[config.mk]
export PLATFORM = sky130hd
export DESIGN_NAME = pin_debounce
export DESIGN_NICKNAME = d
export VERILOG_FILES = /design/src/rtl/pin_debounce.sv
export SDC_FILE = /design/constraint.sdc
export NUM_CORES = 1
export LEC_CHECK = 0
export ABC_AREA = 0
export BUFFER_PORTS_ARGS = -buffer_cell sky130_fd_sc_hd__buf_2
export CORE_ASPECT_RATIO = 1.5
export CORE_MARGIN = 2
export CORE_UTILIZATION = 44
export CTS_CLUSTER_DIAMETER = 100
export DETAILED_ROUTE_END_ITERATION = 6
export GPL_TIMING_DRIVEN = 0
export PLACE_DENSITY = 0.69
export SLEW_MARGIN = 20
export SYNTH_ARGS = -nofsm -noshare
export SYNTH_HDL_FRONTEND = slang
export SYNTH_SLANG_ARGS = --single-unit
export TNS_END_PERCENT = 100
[constraint.sdc]
create_clock -name clk -period 1.3 [get_ports clk]
set_clock_uncertainty 0.15 [all_clocks]
set_input_delay 0.13 -clock clk [delete_from_list [all_inputs] [get_ports clk]]
set_output_delay 0.13 -clock clk [all_outputs]
set_load 0.05 [all_outputs]
[src/rtl/pin_debounce.sv]
// Multi-channel GPIO debouncer: per-pin synchroniser, enable-strobed stability
// counter, registered filtered level and one-cycle rise/fall/changed pulses.
module pin_debounce #(
  parameter int               WIDTH       = 8,
  parameter int               STABLE      = 2,
  parameter int               SYNC_STAGES = 2,
  parameter logic [WIDTH-1:0] RESET_VAL   = '1
) (
  input  logic             clk,
  input  logic             reset_n,
  input  logic [WIDTH-1:0] din,
  input  logic             ena,
  output logic [WIDTH-1:0] dout,
  output logic [WIDTH-1:0] rise,
  output logic [WIDTH-1:0] fall,
  output logic             changed
);

  localparam int             CW      = (STABLE > 1) ? $clog2(STABLE) : 1;
  localparam logic [CW-1:0]  CNT_MAX = CW'(STABLE - 1);

  logic [WIDTH-1:0] sync_q [SYNC_STAGES];
  logic [WIDTH-1:0] samp;

  logic [CW-1:0]    cnt_q [WIDTH];
  logic [CW-1:0]    cnt_d [WIDTH];
  logic [WIDTH-1:0] dout_q, dout_d;
  logic [WIDTH-1:0] rise_q, rise_d;
  logic [WIDTH-1:0] fall_q, fall_d;
  logic             changed_q, changed_d;

  assign samp = sync_q[SYNC_STAGES-1];

  // The synchroniser shifts every cycle; only the filter honours ena.
  always_ff @(posedge clk) begin
    if (!reset_n) begin
      for (int st = 0; st < SYNC_STAGES; st++) begin
        sync_q[st] <= RESET_VAL;
      end
    end else begin
      sync_q[0] <= din;
      for (int st = 1; st < SYNC_STAGES; st++) begin
        sync_q[st] <= sync_q[st-1];
      end
    end
  end

  generate
    for (genvar gi = 0; gi < WIDTH; gi++) begin : g_chan
      logic mismatch;
      logic accept;

      assign mismatch = ena && (samp[gi] != dout_q[gi]);
      assign accept   = mismatch && (cnt_q[gi] == CNT_MAX);

      // Any enabled sample that agrees with dout, or an acceptance, clears the run.
      assign cnt_d[gi]  = !ena                   ? cnt_q[gi] :
                          (mismatch && !accept)  ? cnt_q[gi] + CW'(1) :
                                                   '0;
      assign dout_d[gi] = accept ? samp[gi] : dout_q[gi];
      assign rise_d[gi] = accept &  samp[gi];
      assign fall_d[gi] = accept & ~samp[gi];
    end
  endgenerate

  assign changed_d = |(rise_d | fall_d);

  always_ff @(posedge clk) begin
    if (!reset_n) begin
      for (int ch = 0; ch < WIDTH; ch++) begin
        cnt_q[ch] <= '0;
      end
      dout_q    <= RESET_VAL;
      rise_q    <= '0;
      fall_q    <= '0;
      changed_q <= 1'b0;
    end else begin
      for (int ch = 0; ch < WIDTH; ch++) begin
        cnt_q[ch] <= cnt_d[ch];
      end
      dout_q    <= dout_d;
      rise_q    <= rise_d;
      fall_q    <= fall_d;
      changed_q <= changed_d;
    end
  end

  assign dout    = dout_q;
  assign rise    = rise_q;
  assign fall    = fall_q;
  assign changed = changed_q;

endmodule

==> impl_metrics.json <==
{
  "status": "finished, violations left",
  "violations": "setup timing",
  "crit_path_start_kind": "register",
  "path_buf_inv": 0,
  "power_leakage_nw": 0.958,
  "place_congestion": 0.722,
  "relSlewSlack_pct": 72.7,
  "fin_nets": 233,
  "setup_slack_ns": -0.0621,
  "critical-path-slowest-cell": "dfxtp_4",
  "clock-sinks": 49,
  "seq_area_mm2": 0.00102,
  "fin_area_mm2": 0.00231,
  "die_w_um": 55.4,
  "maxCapViolCount": 0,
  "fin_total_pwr_w": 0.00285,
  "rows": 28,
  "h-tree-depth": 2,
  "finalWirelength_mm": 3.40,
  "maxSlewViolCount": 0,
  "numCtsBuffers": 5,
  "wl_per_cell_um": 12.7,
  "synth-seq-cells": 49,
  "cp_top_family": "flip-flops",
  "numPortBuffers": 34,
  "arrival_ns": 1.41,
  "finalSetupTns_ns": -0.106,
  "vias_per_cell": 4.85,
  "worstHoldPathType": "in -> reg",
  "fmax_mhz": 734,
  "drtPass1Iterations": 4,
  "grt_max_degree": 16,
  "dieHeight_um": 81.1,
  "track_usage_pct": 17.2,
  "antenna_found_initial": 0,
  "hpwl_mm": 2.32,
  "start_util_pct": 44.9,
  "multi_input_area_um2": 701,
  "core-area_mm2": 0.00389,
  "num_antenna_cells": 0,
  "stdcell_count": 268,
  "cts.clk_slew.worst_paths_ns": 0.08,
  "drcViolationCount": 0,
  "synthToLayoutAreaGrowth_pct": 32.5,
  "worstPathCellList": "xor2_2 > and3_4 > o41ai_2 > nand2_1",
  "cellPowerDensity_mw_per_mm2": 1230,
  "cp_max_fo": 4,
  "ys_warn_count": 0,
  "rsz0062_at_grt": "true",
  "placed_cells": 244,
  "netlist_area_mm2": 0.00175,
  "ir_drop_mv": 1.16,
  "clock_latency_ns": 0.31,
  "placed_area_mm2": 0.00200,
  "criticalPathCategory": "reg -> reg",
  "worstMarginPinSlew_ns": 0.409,
  "grt_pass1_vias": 1313,
  "hold_viol": 0,
  "crit_path_max_incr_delay_ns": 0.37,
  "pin_count": 36,
  "min_period_ns": 1.36,
  "syn_nets": 176,
  "ant_nets": 0,
  "yosysSeqAreaShare_pct": 56.8,
  "yosysUniqueCellTypes": 27,
  "die-area_mm2": 0.00450,
  "crit_required_ns": 1.34,
  "cts.root.buffer_cell": "clkbuf_8",
  "vias": 1300,
  "setup_viol": 3,
  "syn_inst": 165,
  "drive_gt1_share_pct": 33.6,
  "layout_common_cells": "dfxtp_1 (36), buf_2 (34), nand2b_1 (20)",
  "grt_pass1_wl_mm": 5.80,
  "fillers": 333,
  "avgSynthCellArea_um2": 10.6,
  "mostFrequentLayoutCell": "dfxtp_1",
  "cts_tree": "yes",
  "clockBufferDepth": 2,
  "grt_overflow": 0,
  "end_kind": "register",
  "first_iter_violations": 38,
  "min_period_over_period_pct": 105
}
[tightest hold or removal path, stage by stage]
cell and delay (ns):
buf_6 0.08, buf_4 0.18, nand2_1 0.06
[synth_stat cells]
cell,n,area [µm²]
clkbuf_1,2,7.51
nor2b_1,3,18.8
nand2b_1,20,125
o22ai_1,1,6.26
mux2i_1,8,80.1
bufbuf_8,1,18.8
and3_4,2,22.5
and3_2,3,22.5
o211ai_1,1,7.51
o41ai_2,1,16.3
xnor2_1,3,26.3
buf_4,1,7.51
inv_1,3,11.3
nor3b_1,8,60.1
dfxtp_1,48,961
edfxtp_1,1,30.0
nand3_1,13,65.1
xor2_1,5,43.8
and2_1,1,6.26
o2bb2ai_1,1,8.76
nor2_1,8,30.0
a21boi_0,3,22.5
nand2_1,18,67.6
and3_1,3,18.8
buf_2,1,5.00
nand3b_1,3,22.5
buf_6,3,33.8
[what timing repair did]
| item | CTS | global route |
|---|---|---|
| resized for setup | 9 | 4 |
| hold buffers | 10 | 0 |
| endpoints found under the hold margin | 17 | 0 |
| setup buffers | 5 | 1 |
| pin swaps | 5 | 4 |
| setup endpoints to repair | 5 | 6 |
[layout make-up]
class / count / share of cell area (%)
Buffer: 8 / 3.14
Clock buffer: 7 / 5.14
Clock inverter: 1 / 0.216
Inverter: 3 / 0.487
Multi-Input combinational cell: 105 / 30.3
Sequential cell: 49 / 44.2
Tap cell: 45 / 2.43
Timing Repair Buffer: 50 / 14.1
[power by group]
group,total [W],internal (W),leakage [nW],switching [W]
clock network,0.00111,0.000609,0.0645,0.000500
logic,0.000187,0.0000977,0.494,0.0000895
registers,0.00156,0.00153,0.400,0.0000270
[path summary, 6_finish.rpt]
check / slack (ns) / to / cells past startpoint / startpoint
worst max-delay path: -0.06 / changed / 4 / dout[2]
worst min-delay path: 0.04 / dout[4] / 3 / reset_n
worst max register to register: -0.06 / changed / 4 / dout[2]
worst min register to register: 0.25 / sync_q[0][8] / 1 / sync_q[0][0]
[sequential cells by signal, indices dropped and copies added, names as in the netlist]
name / flops
changed: 1
fall: 8
rise: 8
sync_q: 16
cnt_q: 8
dout: 8
[routing by layer]
metal	vias up	wire length [µm]	global-route usage (%)
li1	653	-	-
met1	609	1320	15.6
met2	34	1840	33.3
met3	4	164	5.73
met4	0	74	8.78
met5	-	0	0
[cells by family after synthesis]
kind of cell    Yosys count  synth area share (%)
simple gates             82                  26.3
xor+xnor                  8                  4.01
buf+inv                  11                  4.80
mux                       8                  4.59
compound gates            7                  3.51
flops                    49                  56.8
[through the flow]
step / hold slack [ns] / worst slack (ns) / util, %
3_5_place_dp: 0.164 / -0.0751 / 51.4
6_report: 0.0360 / -0.0621 / 59.5
5_1_grt: 0.0334 / -0.108 / 59.5
2_1_floorplan: 0.0815 / -0.0610 / -
4_1_cts: 0.0343 / -0.0634 / 58.8
3_3_place_gp: 0.159 / -0.0487 / 51.4
Note: power is estimated with default switching activity, not from simulation.
